**src/rtl/arb_pkg.sv**
```systemverilog
// rtl/arb_pkg.sv - shared types and constants for the request collector and arbiter
//
// Purpose: request/grant vector type, one-hot grant constants and the
//          per-client slot state enum used by req_collector and req_slot.
// Ports:   none (package).
package arb_pkg;

  localparam int NUM_REQ = 3;

  typedef logic [NUM_REQ-1:0] req_vec_t;

  localparam req_vec_t G1     = 3'b001;
  localparam req_vec_t G2     = 3'b010;
  localparam req_vec_t G3     = 3'b100;
  localparam req_vec_t G_NONE = 3'b000;

  typedef enum logic [1:0] {
    SLOT_EMPTY   = 2'd0,
    SLOT_PENDING = 2'd1,
    SLOT_FULL    = 2'd2
  } slot_state_e;

endpackage

```
**src/rtl/req_slot.sv**
```systemverilog
// rtl/req_slot.sv - one client's saturating pending counter
//
// Purpose: counts accepted-but-not-granted transactions for a single client,
//          drives its ready, its request term to the arbiter and flags a
//          grant that arrives while nothing is pending.
// Ports:
//   clk, reset   clock, asynchronous active-high reset
//   valid_i      client offers one request this cycle
//   grant_i      arbiter grant bit for this client
//   ready_o      slot can accept (count below DEPTH)
//   req_o        request term to the arbiter
//   spurious_o   grant seen while count is 0 (combinational)
//   count_o      registered pending count
module req_slot
  import arb_pkg::*;
#(
  parameter int DEPTH = 4,
  parameter int CNT_W = $clog2(DEPTH + 1)
) (
  input  logic             clk,
  input  logic             reset,
  input  logic             valid_i,
  input  logic             grant_i,
  output logic             ready_o,
  output logic             req_o,
  output logic             spurious_o,
  output logic [CNT_W-1:0] count_o
);

  localparam logic [CNT_W-1:0] FULL_CNT = CNT_W'(DEPTH);
  localparam logic [CNT_W-1:0] ONE_CNT  = CNT_W'(1);

  logic [CNT_W-1:0] count_q, count_d;
  slot_state_e      state;
  logic             acc, ret;

  always_comb begin
    state = SLOT_PENDING;
    if (count_q == '0) begin
      state = SLOT_EMPTY;
    end else if (count_q == FULL_CNT) begin
      state = SLOT_FULL;
    end

    // Ready comes from the registered count only, so a grant in the same
    // cycle never opens a FULL slot early.
    ready_o    = (state != SLOT_FULL);
    acc        = valid_i & ready_o;
    ret        = grant_i & (state != SLOT_EMPTY);
    spurious_o = grant_i & (state == SLOT_EMPTY);

    // Saturating (count - grant): drop req while the last pending entry is
    // being granted so the arbiter cannot grant it twice.
    req_o = grant_i ? (count_q > ONE_CNT) : (state != SLOT_EMPTY);

    count_d = count_q;
    if (acc && !ret) begin
      count_d = count_q + ONE_CNT;
    end else if (ret && !acc) begin
      count_d = count_q - ONE_CNT;
    end
  end

  always_ff @(posedge clk or posedge reset) begin
    if (reset) begin
      count_q <= '0;
    end else begin
      count_q <= count_d;
    end
  end

  assign count_o = count_q;

endmodule

```
**src/rtl/req_collector.sv**
```systemverilog
// rtl/req_collector.sv - collects client request pulses into arbiter req levels
//
// Purpose: three per-client pending counters feeding a level-sensitive
//          arbiter request vector; each one-hot grant retires one pending
//          transaction. Sticky error flags catch spurious and multi-bit grants.
// Ports:
//   clk             system clock
//   reset           asynchronous active-high reset
//   client_valid    per-client request offer
//   client_ready    per-client accept capability
//   granted_req     one-hot (or zero) grant from the arbiter
//   req             request vector to the arbiter
//   pending_cnt     packed registered counts, client 0 in the LSBs
//   err_clr         synchronous clear of the sticky flags
//   spurious_grant  sticky: grant for a client with nothing pending
//   multi_grant     sticky: more than one grant bit set
module req_collector
  import arb_pkg::*;
#(
  parameter int DEPTH = 4,
  parameter int CNT_W = $clog2(DEPTH + 1)
) (
  input  logic                     clk,
  input  logic                     reset,
  input  logic [2:0]               client_valid,
  output logic [2:0]               client_ready,
  input  logic [2:0]               granted_req,
  output logic [2:0]               req,
  output logic [NUM_REQ*CNT_W-1:0] pending_cnt,
  input  logic                     err_clr,
  output logic                     spurious_grant,
  output logic                     multi_grant
);

  req_vec_t spur_vec;
  logic     spur_any, multi_now;
  logic     spurious_q, spurious_d;
  logic     multi_q, multi_d;

  for (genvar i = 0; i < NUM_REQ; i++) begin : g_slot
    req_slot #(
      .DEPTH (DEPTH),
      .CNT_W (CNT_W)
    ) u_slot (
      .clk        (clk),
      .reset      (reset),
      .valid_i    (client_valid[i]),
      .grant_i    (granted_req[i]),
      .ready_o    (client_ready[i]),
      .req_o      (req[i]),
      .spurious_o (spur_vec[i]),
      .count_o    (pending_cnt[i*CNT_W +: CNT_W])
    );
  end

  always_comb begin
    spur_any = |spur_vec;
    // Clearing the lowest set bit leaves something only if two or more were set.
    multi_now = ((granted_req & (granted_req - 3'b001)) != G_NONE);

    // A new error in the clear cycle wins over err_clr.
    spurious_d = spur_any  | (spurious_q & ~err_clr);
    multi_d    = multi_now | (multi_q & ~err_clr);
  end

  always_ff @(posedge clk or posedge reset) begin
    if (reset) begin
      spurious_q <= 1'b0;
      multi_q    <= 1'b0;
    end else begin
      spurious_q <= spurious_d;
      multi_q    <= multi_d;
    end
  end

  assign spurious_grant = spurious_q;
  assign multi_grant    = multi_q;

endmodule
```
**config.mk**
```make
export PLATFORM = sky130hd
export DESIGN_NAME = req_collector
export DESIGN_NICKNAME = d
export VERILOG_FILES = /design/src/rtl/arb_pkg.sv /design/src/rtl/req_slot.sv /design/src/rtl/req_collector.sv
export SDC_FILE = /design/constraint.sdc
export NUM_CORES = 1
export LEC_CHECK = 0
export ABC_CLOCK_PERIOD_IN_PS = 2400
export CORE_MARGIN = 2
export CORE_UTILIZATION = 49
export DETAILED_ROUTE_END_ITERATION = 10
export PLACE_DENSITY = 0.83
export SLEW_MARGIN = 20
export SYNTH_ARGS = -nofsm -noshare
export SYNTH_HDL_FRONTEND = slang
export SYNTH_SLANG_ARGS = --single-unit
```
**constraint.sdc**
```tcl
create_clock -name clk -period 2.4 [get_ports clk]
set_input_delay 0.6 -clock clk [delete_from_list [all_inputs] [get_ports clk]]
set_output_delay 0.6 -clock clk [all_outputs]
set_load 0.05 [all_outputs]
```
==> metrics.md <==
| Metric | Value |
|---|---|
| Port bufs | `25` |
| Wirelength, routed | `between 1500 and 2000 um` |
| RSZ-0062 raised after global routing | `false` |
| Starting density of the core | `54.1%` |
| Synth Register Bits | `11` |
| Num CTS Buffers | `3` |
| P&R area growth vs syn | `29.8%` |
| Synth Area in Compound Gates | `a little over a tenth` |
| DP Worst Slack | `143 ps` |
| Largest net degree at the start of global routing | `12` |
| CTS tree | `done` |
| Resized Gates After CTS | `0` |
| Highest-count cells in the layout ignoring fill and taps | `clkdlybuf4s50_1, ha_1, inv_1, dfrtp_1, buf_4` |
| Worst hold path class | `reg -> reg` |
| Sinks on Clock Net | `11` |
| Synth unique cells | `16` |
| DR DRC count | `0` |
| Initial antenna violation count | `0` |
| Skew final | `around 7.4 ps` |
| Hold Startpoint | `multi_grant` |
| Die ar. | `0.00207 mm2` |
| R2R Path Start | `g_slot[2].u_slot.count_o[0]` |
| Syn avg cell area | `9.37 um2` |
| WP buf/inv | `2` |
| CP required | `~1800 ps` |
| Slew margin rel. | `66.0%` |
| GR Overflow Total | `0` |
| Vias in the first global route | `593` |
| Tot GR Track Use | `between 15 and 20%` |
| Tcrit/Tclk final | `94.2%` |
| Drt wl/cell | `11.5 um` |
| Hold depth | `2` |
| Drt first-iter violations | `7` |
| Simple-Gate Fraction of Synth Area | `10.7%` |
| Die Wd | `around 45 um` |
| Synth Net Count | `~110` |
| Worst r2r path cells | `7` |
| Fin nets | `140` |
| Adder-cell share of the synthesized area | `22.3%` |
| Diodes inserted | `0` |
| CTS HTree Levels | `1` |
| Setup violations, final | `0` |
| Crit start category | `input port` |
| Max-cap violations | `0` |
| Commonest non-fill, non-tap cell in the layout | `clkdlybuf4s50_1` |
| Cells after synthesis | `90` |
| CP Cell Sequence | `clkdlybuf4s50_1 > nor2_1 > a211o_1 > buf_4` |
| Xor/xnor share of the synthesized area | `9.35%` |
| Core Area | `0.00156 mm2` |
| Total vias in the final route | `about 640` |
| Rows | `14` |
| Synthesis Warnings | `0` |
| WS Path Type | `in -> out` |
| RePlAce Congestion | `0.734` |
| Total iterations of the first detailed-routing run | `4` |
| Setup tns final | `0 ps` |
| Largest family of logic cells by synthesized area | `adder cells` |
| Hold_buf cts | `0` |
| Critical path arrival | `1660 ps` |
| Crit path max fanout | `5` |
| Worst-Skew Late Latency | `280 ps` |
| Post-Syn Area | `843 um2` |
| Worst R2R End | `g_slot[2].u_slot.count_o[2]` |
| Post-CTS Setup Inserts | `0` |
| Global-route wire length before repair | `2540 um` |
| Part of the Yosys area used for sequential elements | `between 30% and 40%` |
| Max-slew violation count | `0` |
| Max clock buf depth | `2` |
| Final worst slack | `about 140 ps` |
| Proportion of layout cells with a drive suffix above 1 | `9.57%` |
| Top delay family on crit path | `buffers and inverters` |
| Dpl hpwl | `about 1200 um` |
| Share of synthesized area spent on multiplexers | `around 3.6%` |
| Worst hold endpoint | `multi_grant` |
| Total I/O pin count | `26` |
| Min Clock Period, post-route | `2260 ps` |
| Max Fclk | `442 MHz` |
| Clk slew on worst S/H paths | `70 ps` |
| Worst path slowest cell | `clkdlybuf4s50_1` |
| Vias per cell | `4.86` |
| Root Driver | `clkbuf_4` |
| Status | `finished clean` |
| Hold Vio Cnt, Final | `0` |
| R2R Setup Slk | `around 650 ps` |
| Die Y | `about 45 um` |
| Post-DRT Antenna Nets | `0` |
| Worst-Margin Slew | `509 ps` |
| Critical Path End Type | `primary output` |
| Critical path's largest stage delay | `540 ps` |
[logic make-up (layout without fill, tap and decap cells)]
family,after synthesis,count (layout)
flops,11,11
buf+inv,18,43
fa+ha+maj,15,15
simple gates,19,19
compound gates,15,15
mux,3,3
xor+xnor,9,9
[worst max-delay path by stage]
stage | start | end | slack [ps] | cells after the start
2_1_floorplan | g_slot[1].u_slot.count_o[0] | req[1] | 340 | 5
3_3_place_gp | granted_req[0] | req[0] | 160 | 4
3_5_place_dp | granted_req[1] | req[1] | 140 | 4
4_1_cts | granted_req[1] | req[1] | 140 | 4
5_1_grt | granted_req[1] | req[1] | 90 | 4
6_report | granted_req[1] | req[1] | 140 | 4
[metal layers]
layer	track usage (%)	share of wire, %	vias up
met5	0	0	-
met4	5.29	0.93	0
met3	7.14	6.3	3
met2	27.3	46	21
met1	21.6	46	275
li1	-	-	338
[registers in the layout (all words and copies together) (netlist names)]
name / flops
g_slot.u_slot.count_o: 9
multi_grant: 1
spurious_grant: 1
[cell usage after synthesis]
library cell / count / area [um2]
nand2_1: 6 / 22.5
a211o_1: 3 / 26.3
o22ai_1: 1 / 6.26
mux2i_1: 3 / 30.0
nor2_1: 7 / 26.3
o2111ai_1: 1 / 8.76
xor2_1: 6 / 52.6
ha_1: 15 / 188
xnor2_1: 3 / 26.3
a21oi_1: 4 / 20.0
dfrtp_1: 11 / 275
o21ai_0: 6 / 30.0
buf_4: 6 / 45.0
and2_1: 3 / 18.8
inv_1: 12 / 45.0
nand3b_1: 3 / 22.5
[per-stage QoR]
stage               instances  cell area [um2]  utilization (%)  hold slack, ps
finish                    131             1090             70.2             526
global route              131             1090             70.2             548
CTS                       131             1090             70.2             530
detailed placement        127             1070             68.5             519
global placement          127             1070             68.5             515
floorplan                  90              843                -             452
[cell type report]
cell class | instances | area [um2]
multi-input combinational | 61 | 478
timing repair buffer | 27 | 250
sequential | 11 | 275
clock buffer | 4 | 26.3
fill | 126 | 464
tap | 16 | 20.0
inverter | 12 | 45.0
[worst min-delay path, cell delays in order (launching register included)]
cell	delay [ps]
dfrtp_1	380
inv_1	50
o22ai_1	60
Power is left out: the tool's default activity adds up to more than one toggle a clock period on the data nets, which glitch-free logic cannot reach.
